File: src/rtl/w5300_bus_engine.sv
// w5300_bus_engine: host-side bus master for the Wiznet W5300 in direct 16-bit mode.
// Turns single/burst register requests into timed nCS/nRD/nWR cycles, resolves
// socket register addresses and holds the address for Sn_TX/RX_FIFOR bursts.
// Optional request checking: define W5300_REQ_CHECK_EN to reject malformed
// requests (odd address, socket out of range, socket offset out of window).
module w5300_bus_engine #(
   parameter int unsigned SOCKETS  = 2,
   parameter int unsigned T_SETUP  = 1,
   parameter int unsigned T_STROBE = 7,
   parameter int unsigned T_HOLD   = 2,
   parameter int unsigned LEN_W    = 10
) (
   input  logic             clk,
   input  logic             rst,
   input  logic             req_valid,
   output logic             req_ready,
   input  logic             req_op,
   input  logic [2:0]       req_sock,
   input  logic             req_sock_reg,
   input  logic [9:0]       req_addr,
   input  logic [LEN_W-1:0] req_len,
   input  logic [15:0]      wdata,
   input  logic             wdata_valid,
   output logic             wdata_ready,
   output logic [15:0]      rdata,
   output logic             rdata_valid,
   output logic             done,
   output logic             err,
   output logic [9:0]       bus_addr,
   output logic             bus_cs_n,
   output logic             bus_rd_n,
   output logic             bus_wr_n,
   output logic [15:0]      bus_dout,
   output logic             bus_doe,
   input  logic [15:0]      bus_din
);

   localparam int unsigned T_MAX = (T_SETUP > T_STROBE) ?
                                   ((T_SETUP > T_HOLD) ? T_SETUP : T_HOLD) :
                                   ((T_STROBE > T_HOLD) ? T_STROBE : T_HOLD);
   localparam int unsigned CNT_W = (T_MAX > 1) ? $clog2(T_MAX) : 1;

   localparam logic [CNT_W-1:0] SETUP_LAST  = CNT_W'(T_SETUP - 1);
   localparam logic [CNT_W-1:0] STROBE_LAST = CNT_W'(T_STROBE - 1);
   localparam logic [CNT_W-1:0] HOLD_LAST   = CNT_W'(T_HOLD - 1);

   localparam logic [9:0] SOCK_LO = 10'h200;
   localparam logic [9:0] SOCK_HI = 10'h23E;
   localparam logic [9:0] TX_FIFO = 10'h22E;
   localparam logic [9:0] RX_FIFO = 10'h230;

`ifdef W5300_REQ_CHECK_EN
   localparam bit CHECK_EN = 1'b1;
`else
   localparam bit CHECK_EN = 1'b0;
`endif

   typedef enum logic [1:0] {
      S_IDLE,
      S_SETUP,
      S_STROBE,
      S_HOLD
   } state_t;

   state_t           state_q, state_d;
   logic [CNT_W-1:0] cnt_q, cnt_d;
   logic [LEN_W-1:0] wcnt_q, wcnt_d;
   logic [9:0]       addr_q, addr_d;
   logic             op_rd_q, op_rd_d;
   logic             fifo_q, fifo_d;
   logic             held_q, held_d;
   logic [15:0]      dout_q, dout_d;
   logic [15:0]      rdata_q, rdata_d;
   logic             rdv_q, rdv_d;
   logic             done_q, done_d;
   logic             err_q, err_d;
   logic             cs_n_q, cs_n_d;
   logic             rd_n_q, rd_n_d;
   logic             wr_n_q, wr_n_d;

   logic [9:0]       ea;
   logic             is_fifo;
   logic             bad_req;
   logic             reject;
   logic             setup_go;
   logic             take;

   // Effective address of the incoming request (socket offset folded in)
   always_comb begin
      ea = req_addr;
      if (req_sock_reg) ea = req_addr + (10'(req_sock) << 6);
   end

   assign is_fifo  = req_sock_reg && ((req_addr == TX_FIFO) || (req_addr == RX_FIFO));
   assign bad_req  = req_addr[0] ||
                     (req_sock_reg && ((32'(req_sock) >= SOCKETS) ||
                                       (req_addr < SOCK_LO) || (req_addr > SOCK_HI)));
   assign reject   = CHECK_EN && bad_req;
   // Reads count setup immediately; writes only once a data word is on the bus
   assign setup_go = op_rd_q || held_q;

   // State register
   always_ff @(posedge clk) begin
      if (rst) state_q <= S_IDLE;
      else     state_q <= state_d;
   end

   // Next-state logic
   always_comb begin
      state_d = state_q;
      unique case (state_q)
         S_IDLE:   if (req_valid && !reject) state_d = S_SETUP;
         S_SETUP:  if (setup_go && (cnt_q == SETUP_LAST)) state_d = S_STROBE;
         S_STROBE: if (cnt_q == STROBE_LAST) state_d = S_HOLD;
         S_HOLD:   if (cnt_q == HOLD_LAST) state_d = (wcnt_q != '0) ? S_SETUP : S_IDLE;
         default:  state_d = S_IDLE;
      endcase
   end

   // Output and datapath next values; strobes decode the next state so they leave a flop
   always_comb begin
      cnt_d   = cnt_q;
      wcnt_d  = wcnt_q;
      addr_d  = addr_q;
      op_rd_d = op_rd_q;
      fifo_d  = fifo_q;
      held_d  = held_q;
      dout_d  = dout_q;
      rdata_d = rdata_q;
      rdv_d   = 1'b0;
      done_d  = 1'b0;
      err_d   = 1'b0;
      take    = 1'b0;
      unique case (state_q)
         S_IDLE: begin
            if (req_valid) begin
               if (reject) begin
                  done_d = 1'b1;
                  err_d  = 1'b1;
               end else begin
                  op_rd_d = req_op;
                  fifo_d  = is_fifo;
                  addr_d  = ea;
                  wcnt_d  = req_len;
                  cnt_d   = '0;
                  take    = !req_op;
               end
            end
         end
         S_SETUP: begin
            if (setup_go) cnt_d = (cnt_q == SETUP_LAST) ? '0 : cnt_q + CNT_W'(1);
            else          take  = 1'b1;
         end
         S_STROBE: begin
            cnt_d = (cnt_q == STROBE_LAST) ? '0 : cnt_q + CNT_W'(1);
            if ((cnt_q == STROBE_LAST) && op_rd_q) begin
               rdata_d = bus_din;
               rdv_d   = 1'b1;
            end
         end
         S_HOLD: begin
            cnt_d = (cnt_q == HOLD_LAST) ? '0 : cnt_q + CNT_W'(1);
            if (cnt_q == HOLD_LAST) begin
               held_d = 1'b0;
               if (wcnt_q != '0) begin
                  wcnt_d = wcnt_q - LEN_W'(1);
                  if (!fifo_q) addr_d = addr_q + 10'd2;
                  take = !op_rd_q;
               end else begin
                  done_d = 1'b1;
               end
            end
         end
         default: ;
      endcase
      if (take && wdata_valid) begin
         held_d = 1'b1;
         dout_d = wdata;
      end
      cs_n_d = !((state_d == S_SETUP) || (state_d == S_STROBE));
      rd_n_d = !((state_d == S_STROBE) && op_rd_d);
      wr_n_d = !((state_d == S_STROBE) && !op_rd_d);
   end

   // Datapath and output registers
   always_ff @(posedge clk) begin
      if (rst) begin
         cnt_q   <= '0;
         wcnt_q  <= '0;
         addr_q  <= '0;
         op_rd_q <= 1'b0;
         fifo_q  <= 1'b0;
         held_q  <= 1'b0;
         dout_q  <= '0;
         rdata_q <= '0;
         rdv_q   <= 1'b0;
         done_q  <= 1'b0;
         err_q   <= 1'b0;
         cs_n_q  <= 1'b1;
         rd_n_q  <= 1'b1;
         wr_n_q  <= 1'b1;
      end else begin
         cnt_q   <= cnt_d;
         wcnt_q  <= wcnt_d;
         addr_q  <= addr_d;
         op_rd_q <= op_rd_d;
         fifo_q  <= fifo_d;
         held_q  <= held_d;
         dout_q  <= dout_d;
         rdata_q <= rdata_d;
         rdv_q   <= rdv_d;
         done_q  <= done_d;
         err_q   <= err_d;
         cs_n_q  <= cs_n_d;
         rd_n_q  <= rd_n_d;
         wr_n_q  <= wr_n_d;
      end
   end

   assign req_ready   = (state_q == S_IDLE) && !rst;
   assign wdata_ready = take && wdata_valid && !rst;
   assign rdata       = rdata_q;
   assign rdata_valid = rdv_q;
   assign done        = done_q;
   assign err         = err_q;
   assign bus_addr    = addr_q;
   assign bus_cs_n    = cs_n_q;
   assign bus_rd_n    = rd_n_q;
   assign bus_wr_n    = wr_n_q;
   assign bus_dout    = dout_q;
   assign bus_doe     = held_q;

endmodule

File: config.mk
export PLATFORM = sky130hd
export DESIGN_NAME = w5300_bus_engine
export DESIGN_NICKNAME = d
export VERILOG_FILES = /design/src/rtl/w5300_bus_engine.sv
export SDC_FILE = /design/constraint.sdc
export NUM_CORES = 1
export LEC_CHECK = 0
export ABC_CLOCK_PERIOD_IN_PS = 2300
export CORE_ASPECT_RATIO = 0.9
export CORE_UTILIZATION = 40
export DETAILED_ROUTE_END_ITERATION = 16
export GPL_TIMING_DRIVEN = 0
export PLACE_DENSITY = 0.84
export SLEW_MARGIN = 40
export SYNTH_ARGS = -nofsm -noshare
export SYNTH_HDL_FRONTEND = slang
export SYNTH_SLANG_ARGS = --single-unit
File: constraint.sdc
create_clock -name clk -period 2.3 [get_ports clk]
set_clock_uncertainty 0.05 [all_clocks]
set_input_delay 0.69 -clock clk [delete_from_list [all_inputs] [get_ports clk]]
set_output_delay 0.69 -clock clk [all_outputs]
set_load 0.005 [all_outputs]
==> run_results.csv <==
group,metric,value,unit
clocking,cts_tree,"done",
power,cellPowerDensity,723.1,nW/um2
critical_path,startpoint,"wcnt_q[0]$_SDFFE_PP0P_",
critical_path,endpoint,"wdata_ready",
yosys,syn_area,3496,um2
place,dpl.hpwl,7.569,mm
critical_path,required,1560,ps
place,place_inst,637,
critical_path,timing.rr.start,"wcnt_q[0]$_SDFFE_PP0P_",
place,place_ws,-1149,ps
clocking,clock_sinks,65,
critical_path,critPathMaxStageDelay,330,ps
drt,drc,0,
drt,dr.pass1.iters,5,
outcome,status,"finished with violations",
worst_hold_path,hold_path_class,"reg2reg",
sta,setup_viol,1,
drt,ant_nets,0,
drt,via_per_inst,5.625,
layout,layout_commonest_cell,"clkdlybuf4s50_1",
clocking,htree_levels,3,
die,core_area,8262,um2
yosys,synth_edf_count,0,
yosys,synth_ff_type,"dfxtp_1",
yosys,synthCells,412,
drt,wl_per_cell,16.31,um
critical_path,slowest_stage,"dfxtp_2",
clocking,numCtsBuffers,9,
sta,finalCritPeriodShare,108.8,%
global_route,track_usage,23.77,%
clocking,clk_latency,340,ps
global_route,grt_first_pass_wirelength,17.37,mm
clocking,cts_hold_buffers,0,
critical_path,ff2ff_path_depth,10,
yosys,yosysUniqueCellTypes,66,
layout,drive_gt1_share,14.99,%
layout,most-common-layout-cells,"103 x clkdlybuf4s50_1, 76 x nand2_1, 58 x dfxtp_1",
yosys,yosys_warnings,0,
sta,relSlewSlack,55.24,%
critical_path,crit_path_end_kind,"primary output",
flow_run,maxCapViolCount,0,
critical_path,crit_chain,"inv_2 -> ha_4 -> nor3b_4 -> nand3_2 -> a32o_2 -> and2_4 -> buf_6",
global_route,grt_pass1_vias,3594,
drt,dr_total_vias,3724,
die,dieArea,9118,um2
yosys,syn_nets,485,
place,placed_area,4748,um2
die,start_util,42.31,%
worst_hold_path,min_from,"rdata[13]$_SDFFE_PP0P_",
yosys,avgSynthCellArea,8.485,um2
sta,grt_setup_unrepaired,"true",
clocking,root_buffer,"clkbuf_8",
layout,finalNonFillerCells,662,
sta,maxSlewViolCount,0,
critical_path,cp.arrival,1760,ps
place,port_buffers,110,
sta,finalSetupTns,-201.7,ps
sta,worst_slack,-201.7,ps
sta,post-route-min-period,2502,ps
global_route,overflow,0,
global_route,antenna_found_initial,0,
critical_path,cp_max_fo,3,
clocking,clk_path_buf_depth,2,
yosys,async_flop_share,0,%
outcome,violations,"negative setup slack",
place,routabilityCongestion,0.8930,
clocking,clkTransAtPathRegs,70,ps
layout,nets,615,
power,total_leakage_power,1.856,nW
sta,fmax,0.3997,GHz
critical_path,worstSetupPathType,"reg2out",
power,ir_drop,540.5,uV
layout,fillers,739,
yosys,synth-seq-cells,65,
critical_path,r2r_end,"bus_cs_n$_SDFF_PP1_",
sta,worst_slew_pin_slew,671.4,ps
die,dieHeight,90.69,um
layout,antenna_cells,0,
die,ioPinCount,112,
global_route,grt_max_degree,12,
critical_path,crit_path_start_kind,"flip-flop",
drt,drt_iter0_drc,281,
yosys,ys_seq_area_share,37.22,%
critical_path,reg2reg_slack,20,ps
sta,hold_violations,0,
layout,fin_area,5126,um2
die,num_rows,31,
layout,area_delta_synth_final,46.64,%
die,fp.dieW,100.5,um
drt,drt_wl_total,10.80,mm
## cells by family after synthesis
family,Yosys count,share of synthesized area [%]
other,1,0.1073
DFF,65,37.22
adders and majority gates,12,4.510
AOI/OAI and AO/OA,106,21.58
buffers and inverters,45,6.263
muxes,22,6.335
xor gates and xnor gates,1,0.2506
and+or+nand+nor,160,23.73
## registers in the layout (all words and copies together), names as in the netlist, 2 cells and up
name	flops
rdata	16
bus_addr	10
wcnt_q	10
bus_dout	16
state_q	2
cnt_q	3
## critical path, delay by kind of cell, from the launching register on
| family | cells | cell delay, ps |
|---|---|---|
| adder cells (fa/ha/maj) | 1 | 130 |
| AND/OR/NAND/NOR | 3 | 520 |
| flip-flops | 1 | 330 |
| buffers and inverters | 2 | 180 |
| AO/OA/AOI/OAI | 1 | 270 |
## metrics by stage
stage / hold WS (ps) / util, % / power (mW)
3_5_place_dp: 397.3 / 57.47 / 2.456
5_1_grt: 418.9 / 62.05 / 3.885
2_1_floorplan: 401.1 / - / 2.009
4_1_cts: 408.8 / 61.81 / 3.668
6_report: 405.1 / 62.05 / 3.707
3_3_place_gp: 390.8 / 57.47 / 2.431
## where the power goes
group / total [mW] / leakage [nW] / switching (mW) / internal (mW)
combinational: 1.22 / 1.21 / 0.617 / 0.603
clock: 1.13 / 0.115 / 0.459 / 0.666
sequential: 1.36 / 0.532 / 0.123 / 1.24
## metal layers
layer	share of wire (%)	routed length [um]	GRT usage, %
met1	42	4518	29.73
met2	47	5057	38.70
met3	9.5	1031	7.895
met4	1.8	189	6.643
met5	0	0	0
## worst min path at each step
stage               slack (ps)  depth (start not counted)                   endpoint
finish                     410                          2     rdata[13]$_SDFFE_PP0P_
global route               420                          2      rdata[3]$_SDFFE_PP0P_
CTS                        410                          2     rdata[13]$_SDFFE_PP0P_
detailed placement         400                          2  bus_dout[12]$_SDFFE_PP0P_
global placement           390                          2  bus_dout[13]$_SDFFE_PP0P_
floorplan                  400                          2   bus_dout[0]$_SDFFE_PP0P_
## Yosys cell counts, drive strengths merged, types with 3 or more instances
| cell type | instances | share of area [%] |
|---|---|---|
| nor2 | 13 | 1.4 |
| mux2i | 21 | 6.0 |
| dfxtp | 65 | 37 |
| nand2 | 76 | 8.2 |
| o21ai | 7 | 1.0 |
| clkbuf | 18 | 1.9 |
| nand4 | 6 | 1.1 |
| nor4 | 6 | 1.5 |
| nor2b | 5 | 0.89 |
| nand3 | 9 | 1.4 |
| inv | 13 | 1.4 |
| a31oi | 5 | 0.89 |
| nor3b | 7 | 1.6 |
| a22oi | 3 | 0.64 |
| nand4b | 4 | 1.0 |
| o31ai | 12 | 2.6 |
| and3 | 5 | 0.89 |
| and2 | 4 | 0.72 |
| nor3 | 9 | 1.3 |
| a21oi | 40 | 5.7 |
| ha | 11 | 3.9 |
| buf | 13 | 2.8 |
| a211oi | 3 | 0.64 |
| o32ai | 3 | 0.75 |
| o311ai | 11 | 4.0 |
| o21a | 3 | 0.64 |
## layout make-up
cell class	count	area, um2	share of cell area (%)
Buffer	29	163.9	3.197
Timing Repair Buffer	121	1174	22.89
Clock buffer	11	151.4	2.953
Tap cell	115	143.9	2.807
Clock inverter	5	77.57	1.513
Multi-Input combinational cell	302	2049	39.98
Sequential cell	65	1313	25.60
Inverter	14	53.80	1.050
## timing repair
item / CTS / global route
hold endpoints to repair: 0 / 0
pin swaps: 3 / 6
buffers inserted: 10 / 1
setup endpoints to repair: 20 / 17
resized for setup: 43 / 14
No activity file was read; power rests on OpenSTA's default activity.
